**src/rtl/pipeline_debug_unit.sv**
```systemverilog
// Host debug controller: UART command bytes drive run/step/reset of the pipeline and a snapshot dump.
// Latency: command accepted at edge N acts in cycle N+1; the dump header follows step/halt one cycle later.
// Backpressure: tx_valid/tx_data hold until tx_ready; the dump stalls byte by byte with no data loss.
module pipeline_debug_unit #(
  parameter int NUM_WORDS = 16,
  parameter int SEL_W     = 4
) (
  input  logic             clk,
  input  logic             reset,
  input  logic [7:0]       rx_data,
  input  logic             rx_valid,
  input  logic             halted,
  input  logic [31:0]      snap_data,
  input  logic             tx_ready,
  output logic [7:0]       tx_data,
  output logic             tx_valid,
  output logic             pipe_enable,
  output logic             pipe_reset,
  output logic [SEL_W-1:0] snap_sel
);

  // Word 0 is the cycle counter, words 1..NUM_WORDS are snapshot words.
  localparam int               IDX_W     = $clog2(NUM_WORDS + 1);
  localparam logic [IDX_W-1:0] LAST_WORD = IDX_W'(NUM_WORDS);

  localparam logic [7:0] CMD_RUN  = 8'h63;
  localparam logic [7:0] CMD_STEP = 8'h73;
  localparam logic [7:0] CMD_DUMP = 8'h64;
  localparam logic [7:0] CMD_RST  = 8'h72;
  localparam logic [7:0] HDR_BYTE = 8'hA5;

  typedef enum logic [2:0] {
    ST_IDLE,
    ST_RUN,
    ST_STEP,
    ST_RST,
    ST_DUMP_HDR,
    ST_DUMP_LOAD,
    ST_DUMP_BYTE
  } state_t;

  // Position of the dump within the frame.
  typedef struct packed {
    logic [IDX_W-1:0] word_idx;
    logic [1:0]       byte_idx;
  } dump_ptr_t;

  state_t      state;
  state_t      state_nxt;
  dump_ptr_t   ptr;
  logic [31:0] cyc_cnt;
  logic [31:0] shift_q;
  logic        tx_xfer;
  logic        last_byte;
  logic        last_word;

  assign tx_xfer   = tx_valid & tx_ready;
  assign last_byte = (ptr.byte_idx == 2'd3);
  assign last_word = (ptr.word_idx == LAST_WORD);

  // State register; an async reset abandons any partial frame.
  always_ff @(posedge clk or negedge reset) begin
    if (!reset) begin
      state <= ST_IDLE;
    end else begin
      state <= state_nxt;
    end
  end

  // Next-state logic: commands only decoded in IDLE, everything else is dropped.
  always_comb begin
    state_nxt = state;
    case (state)
      ST_IDLE: begin
        if (rx_valid) begin
          case (rx_data)
            CMD_RUN:  state_nxt = ST_RUN;
            CMD_STEP: state_nxt = ST_STEP;
            CMD_DUMP: state_nxt = ST_DUMP_HDR;
            CMD_RST:  state_nxt = ST_RST;
            default:  state_nxt = ST_IDLE;
          endcase
        end
      end
      ST_RUN: begin
        if (halted) begin
          state_nxt = ST_DUMP_HDR;
        end
      end
      ST_STEP:      state_nxt = ST_DUMP_HDR;
      ST_RST:       state_nxt = ST_IDLE;
      ST_DUMP_HDR: begin
        if (tx_ready) begin
          state_nxt = ST_DUMP_LOAD;
        end
      end
      ST_DUMP_LOAD: state_nxt = ST_DUMP_BYTE;
      ST_DUMP_BYTE: begin
        if (tx_ready && last_byte) begin
          state_nxt = last_word ? ST_IDLE : ST_DUMP_LOAD;
        end
      end
      default:      state_nxt = ST_IDLE;
    endcase
  end

  // Outputs decoded from state; tx_data is forced to 0 whenever no byte is offered.
  always_comb begin
    pipe_enable = 1'b0;
    pipe_reset  = 1'b0;
    tx_valid    = 1'b0;
    tx_data     = 8'h00;
    case (state)
      ST_RUN, ST_STEP: pipe_enable = ~halted;
      ST_RST:          pipe_reset  = 1'b1;
      ST_DUMP_HDR: begin
        tx_valid = 1'b1;
        tx_data  = HDR_BYTE;
      end
      ST_DUMP_BYTE: begin
        tx_valid = 1'b1;
        tx_data  = shift_q[7:0];
      end
      default: ;
    endcase
  end

  // Cycle counter: counts enabled pipeline cycles, cleared by the reset command, wraps naturally.
  always_ff @(posedge clk or negedge reset) begin
    if (!reset) begin
      cyc_cnt <= '0;
    end else if (state == ST_RST) begin
      cyc_cnt <= '0;
    end else if (pipe_enable) begin
      cyc_cnt <= cyc_cnt + 32'd1;
    end
  end

  // Dump datapath: LOAD captures a word, each accepted byte shifts it down; snap_sel leads the
  // capture by one word so the external mux has settled before LOAD samples it.
  always_ff @(posedge clk or negedge reset) begin
    if (!reset) begin
      shift_q  <= '0;
      ptr      <= '0;
      snap_sel <= '0;
    end else begin
      case (state)
        ST_DUMP_LOAD: begin
          shift_q      <= (ptr.word_idx == '0) ? cyc_cnt : snap_data;
          ptr.byte_idx <= 2'd0;
        end
        ST_DUMP_BYTE: begin
          if (tx_xfer) begin
            shift_q      <= {8'h00, shift_q[31:8]};
            ptr.byte_idx <= ptr.byte_idx + 2'd1;
            if (last_byte) begin
              if (last_word) begin
                ptr.word_idx <= '0;
                snap_sel     <= '0;
              end else begin
                ptr.word_idx <= ptr.word_idx + IDX_W'(1);
                snap_sel     <= SEL_W'(ptr.word_idx);
              end
            end
          end
        end
        default: ;
      endcase
    end
  end

endmodule

```
**config.mk**
```make
export PLATFORM = sky130hd
export DESIGN_NAME = pipeline_debug_unit
export DESIGN_NICKNAME = d
export VERILOG_FILES = /design/src/rtl/pipeline_debug_unit.sv
export SDC_FILE = /design/constraint.sdc
export NUM_CORES = 1
export LEC_CHECK = 0
export CAP_MARGIN = 10
export CORE_MARGIN = 2
export CORE_UTILIZATION = 38
export DETAILED_ROUTE_END_ITERATION = 10
export GPL_ROUTABILITY_DRIVEN = 0
export GPL_TIMING_DRIVEN = 1
export PLACE_DENSITY = 0.7
export RECOVER_POWER = 100
export REMOVE_ABC_BUFFERS = 1
export SLEW_MARGIN = 20
export SYNTH_ARGS = -nofsm -noshare
export SYNTH_HDL_FRONTEND = slang
export SYNTH_SLANG_ARGS = --single-unit
```
**constraint.sdc**
```tcl
create_clock -name clk -period 3.62 [get_ports clk]
set_input_delay 0.362 -clock clk [delete_from_list [all_inputs] [get_ports clk]]
set_output_delay 0.362 -clock clk [all_outputs]
set_load 0.02 [all_outputs]
```
# Word level (Yosys, flattened, before mapping)
# Cells that the tools add are included.
dict set report word_totals {
  regBits 78
  word_cells 58
  out_inout_bits 15
  input_bits 45
}
dict set report op_classes {
  n_bitwise 2
  n_eq_ne 17
  n_reduce_logical 10
  add_sub_neg 3
  mux 20
}
# cell n
set ops {}
lappend ops {{two-way mux 32 bit} 4}
lappend ops {{case mux 32 bit (2 select lines)} 1}
lappend ops {{adder 32 x 1 -> 32 bit, second input constant} 1}
lappend ops {{== test 8 x 7 -> 1 bit, second input constant} 4}
lappend ops {{case mux 3 bit (6 select lines)} 1}
lappend ops {{case mux 8 bit (2 select lines)} 1}
lappend ops {{two-way mux 3 bit} 5}
lappend ops {{case mux 3 bit (4 select lines)} 1}
lappend ops {{inequality test 2 bit, second input constant} 5}
lappend ops {{== test 3 bit, second input constant} 3}
lappend ops {{== test 3 x 2 -> 1 bit, second input constant} 2}
lappend ops {{adder 5 x 1 -> 5 bit, second input constant} 1}
lappend ops {{== test 5 bit, second input constant} 1}
lappend ops {{logical NOT 5 bit} 1}
lappend ops {{two-way mux 5 bit} 1}
lappend ops {{two-way mux 4 bit} 1}
lappend ops {{case mux 2 bit (2 select lines)} 1}
lappend ops {{AND reduction 4 bit} 1}
lappend ops {{nonzero test 2 bit} 2}
lappend ops {{OR reduction 2 bit} 2}
lappend ops {{== test 3 x 1 -> 1 bit, second input constant} 1}
lappend ops {{logical NOT 3 bit} 1}
lappend ops {{two-way mux 1 bit} 3}
lappend ops {{AND reduction 3 bit} 1}
lappend ops {{other kinds (7)} 7}

# Logic depth before layout (Yosys ltp)
dict set report depth {
  depth_word 6
  mapped_depth 8
  mapped_depth_nobuf 7
}

# Worst setup path after synthesis
# Ideal clock, no wire load.
dict set report synth_timing {
  path_type {register to register}
  start {reg ptr[2] (netlist name)}
  end {reg shift_q[10]}
  n_path_buf 2
  required_ps 3485
  t_arrival_ps 1797
  stages_incl_launch_ff 9
  slack_ps 1688
  setup_time_ps 135
  synth_period_minus_slack_ps 1932
  cell_sequence {dfrtp_1 -> inv_1 -> ha_1 -> nand2b_1 -> nor3_2 -> buf_2 -> buf_2 -> mux2i_1 -> o21ai_0}
}
dict set report synth_between {
  elab_chain_cells 3
}
# item line
set synth_lines {}
lappend synth_lines {{start: declaration} 50} ;# dump_ptr_t ptr;
lappend synth_lines {{logical NOT 5 bit} 149} ;# shift_q <= (ptr.word_idx == '0) ? cyc_cnt : snap_data;
lappend synth_lines {{two-way mux 32 bit} 149}
lappend synth_lines {{case mux 32 bit (2 select lines)} 147} ;# case (state)
lappend synth_lines {{end signal: assignment} 149}
lappend synth_lines {{end signal: assignment} 154} ;# shift_q <= {8'h00, shift_q[31:8]};
lappend synth_lines {{end: declaration} 52} ;# logic [31:0] shift_q;
# No other way between the ends.
# A chain may end at the register's enable or synchronous reset.

# Worst setup path in the final report
dict set report layout_timing {
  start {reg state[1]}
  end {reg cyc_cnt[21]}
}
dict set report layout_between {
  elab_chain_cells 4
  word_cells_on_any_way 7
  cone_classes {3 x eq/ne; 2 x mux; 2 x reduce/logical}
}
# item line
set layout_lines {}
lappend layout_lines {{start: declaration} 48} ;# state_t state;
lappend layout_lines {{start signal: assignment} 66} ;# state <= state_nxt;
lappend layout_lines {{== test 3 x 1 -> 1 bit / == test 3 x 2 -> 1 bit (equally long branches)} 113} ;# case (state)
lappend layout_lines {{OR reduction 2 bit} 113}
lappend layout_lines {{two-way mux 1 bit} 113}
lappend layout_lines {{nonzero test 2 bit (no source line)} --}
lappend layout_lines {{end signal: assignment} 135} ;# cyc_cnt <= cyc_cnt + 32'd1;
lappend layout_lines {{end: declaration} 51} ;# logic [31:0] cyc_cnt;
# Several ways; a longest one is shown, not always the timed one.

==> flow_summary.yaml <==
outcome:
  status: "finished with violations"
  failed_checks: "max-capacitance violations, max-slew violations"
timing:
  max_freq_mhz: 353
  drv_slew: 113
  max_slew_margin: -0.299
  worst_slew_pin_slew_ps: 1950
  finClkSkew_ps: 7.83
  min_period_over_period: 0.782
  min_period_ps: 2830
  rsz0062_at_grt: "false"
  hold_viol: 0
  setup_viol: 0
  tns_ps: 0
  holdWs_ps: 481
setup_path:
  start_kind: "register"
  cp_max_fo: 33
  r2r_cells: 5
  crit_buf_inv: 1
  worstPathRequired_ps: 3860
  rr_startpoint: "state[1]"
  worstSetupEndpointType: "register"
  path_class: "reg2reg"
  crit_family: "buffers and inverters"
  reg2reg_to: "cyc_cnt[21]"
  cp_slowest_cell: "clkbuf_1"
  critPathMaxStageDelay_ps: 1160
  reg2reg_slack_ps: 790
  crit_arrival_ps: 3070
  path_cells: "nand2_1 -> nor2_1 -> clkbuf_1 -> nor2b_1 -> mux2_1"
power:
  peakVddDrop_mv: 0.268
  cellPowerDensity_nw_per_um2: 573
  intPower_mw: 1.88
  p_leak_nw: 2.09
  p_seq_frac: 0.464
  p_comb_frac: 0.296
  power_mw: 2.92
  p_sw_mw: 1.04
  clock_power_share: 0.240
  sw_frac_of_total: 0.357
clock_tree:
  cts_tree: "done"
  cts_made_buffers: 9
  cts_resized: 0
  cts-root-buf: "clkbuf_8"
  cts.htree.levels: 3
  postCtsHoldBufs: 0
  clkLatencyLatePin_ps: 360
  cts_setup_buffers: 0
  clock_path_buffers: 2
  cts.sinks: 78
  path_clk_slew_ps: 80
logic_synthesis:
  synth_xor_area_frac: 0.0542
  yosys-top-cells-area: "dfrtp_1 (46%), o21ai_0 (6.0%), mux2i_1 (4.8%)"
  ys_top_cells_by_count: "dfrtp_1 (78), o21ai_0 (50), nand2_1 (49)"
  ys_seq_elements: 78
  synth_cell_types: 50
  synthMuxAreaShare: 0.0530
  yosys.area_share.simple: 0.230
  ys_seq_area_frac: 0.464
  syn-instance-count: 455
  synth_fa_ha_area_frac: 0.0119
  synth_area_leader_cell: "dfrtp_1"
  synth_compound_area_frac: 0.149
  synth_area_per_cell_um2: 9.24
  async_flop_share: 1.00
  synth_area_um2: 4200
  synth_ff_type: "dfrtp_1"
  synth_edf_count: 0
  netlist.area_leader.share: 0.464
  yosysMostFrequentCell: "dfrtp_1"
  synth_top_family_by_area: "simple AND/OR/NAND/NOR gates"
  synth_warnings: 0
global_routing:
  antenna_found_initial: 0
  grt_use_total: 0.194
  grt_max_degree: 79
  grt_pass1_vias: 3518
  grt_overflow: 0
  grt_pass1_wl_um: 17800
die:
  ios: 60
  start_util: 0.389
  core.rowCount: 38
  die_y_um: 109
  dieArea_um2: 11900
  core_area_um2: 10800
  fp.dieW_um: 109
finish:
  fillCellCount: 1055
  syn2layout_area_growth_pct: 21.2
  multi_input_area_um2: 2100
  nNetsFinal: 555
  drive_gt1_frac: 0.0627
  antennaDiodeCount: 0
  ff_latch_area_um2: 1950
  instances_no_fill: 650
drt:
  vias_per_cell: 5.50
  drtIter0Drc: 202
  wl_per_cell_um: 16.6
  wl_um: 10800
  drtPass1Iterations: 4
  remaining_drc_errors: 0
  vias: 3572
  drtAntennaViolNets: 0
hold_path:
  hold_path_class: "reg2reg"
  hold_path_end: "snap_sel[3]"
  holdCritStartpoint: "snap_sel[3]"
  worstHoldPathCells: 2
run:
  drv_cap: 2
placement:
  port_buffers: 59
  dp_hpwl_um: 7650
  dp.cells: 635
==> how the worst max path moves through the flow <==
stage                        start          end  cells after the start
final                     state[1]  cyc_cnt[21]                      5
after global routing      state[1]  cyc_cnt[21]                      5
after CTS                 state[1]   tx_data[4]                      4
after detailed placement    halted  cyc_cnt[24]                      6
after global placement      halted  cyc_cnt[21]                      6
after floorplan             ptr[2]   shift_q[0]                      6
==> power by group through the flow <==
stage	logic, mW	registers (mW)	clock network (mW)
finish	0.863	1.35	0.699
global route	0.977	1.39	0.747
CTS	0.887	1.35	0.711
detailed placement	0.881	1.37	0
global placement	0.864	1.36	0
floorplan	0.570	1.30	0
==> worst register-to-register path, cell delays in order (launching register included) <==
cell      delay [ps]
dfrtp_1          590
nand2_1          220
nor2_1           320
clkbuf_1        1160
nor2b_1          100
mux2_1           340
==> routing by layer <==
layer | track usage | share of wire
met1 | 0.254 | 0.45
met2 | 0.322 | 0.47
met3 | 0.0424 | 0.057
met4 | 0.0595 | 0.022
met5 | 0 | 0
==> per-stage QoR <==
stage	setup WS, ps	util	instance area [um2]
6_report	791	0.472	5090
4_1_cts	890	0.473	5100
5_1_grt	561	0.472	5090
2_1_floorplan	557	-	4100
3_3_place_gp	1230	0.454	4900
3_5_place_dp	1130	0.454	4900
==> area by class of cell <==
class	count	share of cell area
Clock inverter	5	0.0147
Tap cell	140	0.0344
Sequential cell	78	0.383
Multi-Input combinational cell	339	0.412
Inverter	15	0.0111
Timing Repair Buffer	63	0.120
Clock buffer	10	0.0251
==> state kept, by name, summed over array words and instances (netlist names) <==
register	count
cyc_cnt	32
ptr	7
snap_sel	4
shift_q	32
state	3
==> cells in the final DEF (no fill, tap or decap), types with 3 or more instances in the layout <==
cell	instances
a211oi_1	14
a21oi_1	16
a22oi_1	7
a31o_2	3
and2_1	8
and3_1	6
clkbuf_8	9
clkdlybuf4s50_1	44
clkinv_2	3
dfrtp_1	78
dlygate4sd3_1	14
ha_1	4
inv_1	15
mux2i_1	20
nand2_1	49
nand2b_1	4
nand3_1	19
nand4_1	7
nor2_1	32
nor2b_1	15
nor3_1	13
nor4_1	5
o21ai_0	50
o221ai_1	4
o31ai_1	4
or4_1	3
xnor2_1	22
xor2_1	4
==> cell families (layout without fill, tap and decap cells) <==
kind of cell               count (synthesis)  in the layout
muxes                                     22             22
and+or+nand+nor                          183            183
DFF                                       78             78
AOI/OAI and AO/OA                        104            104
buffers and inverters                     38             93
xor gates and xnor gates                  26             26
adders and majority gates                  4              4
No activity file was read; power rests on OpenSTA's default activity.
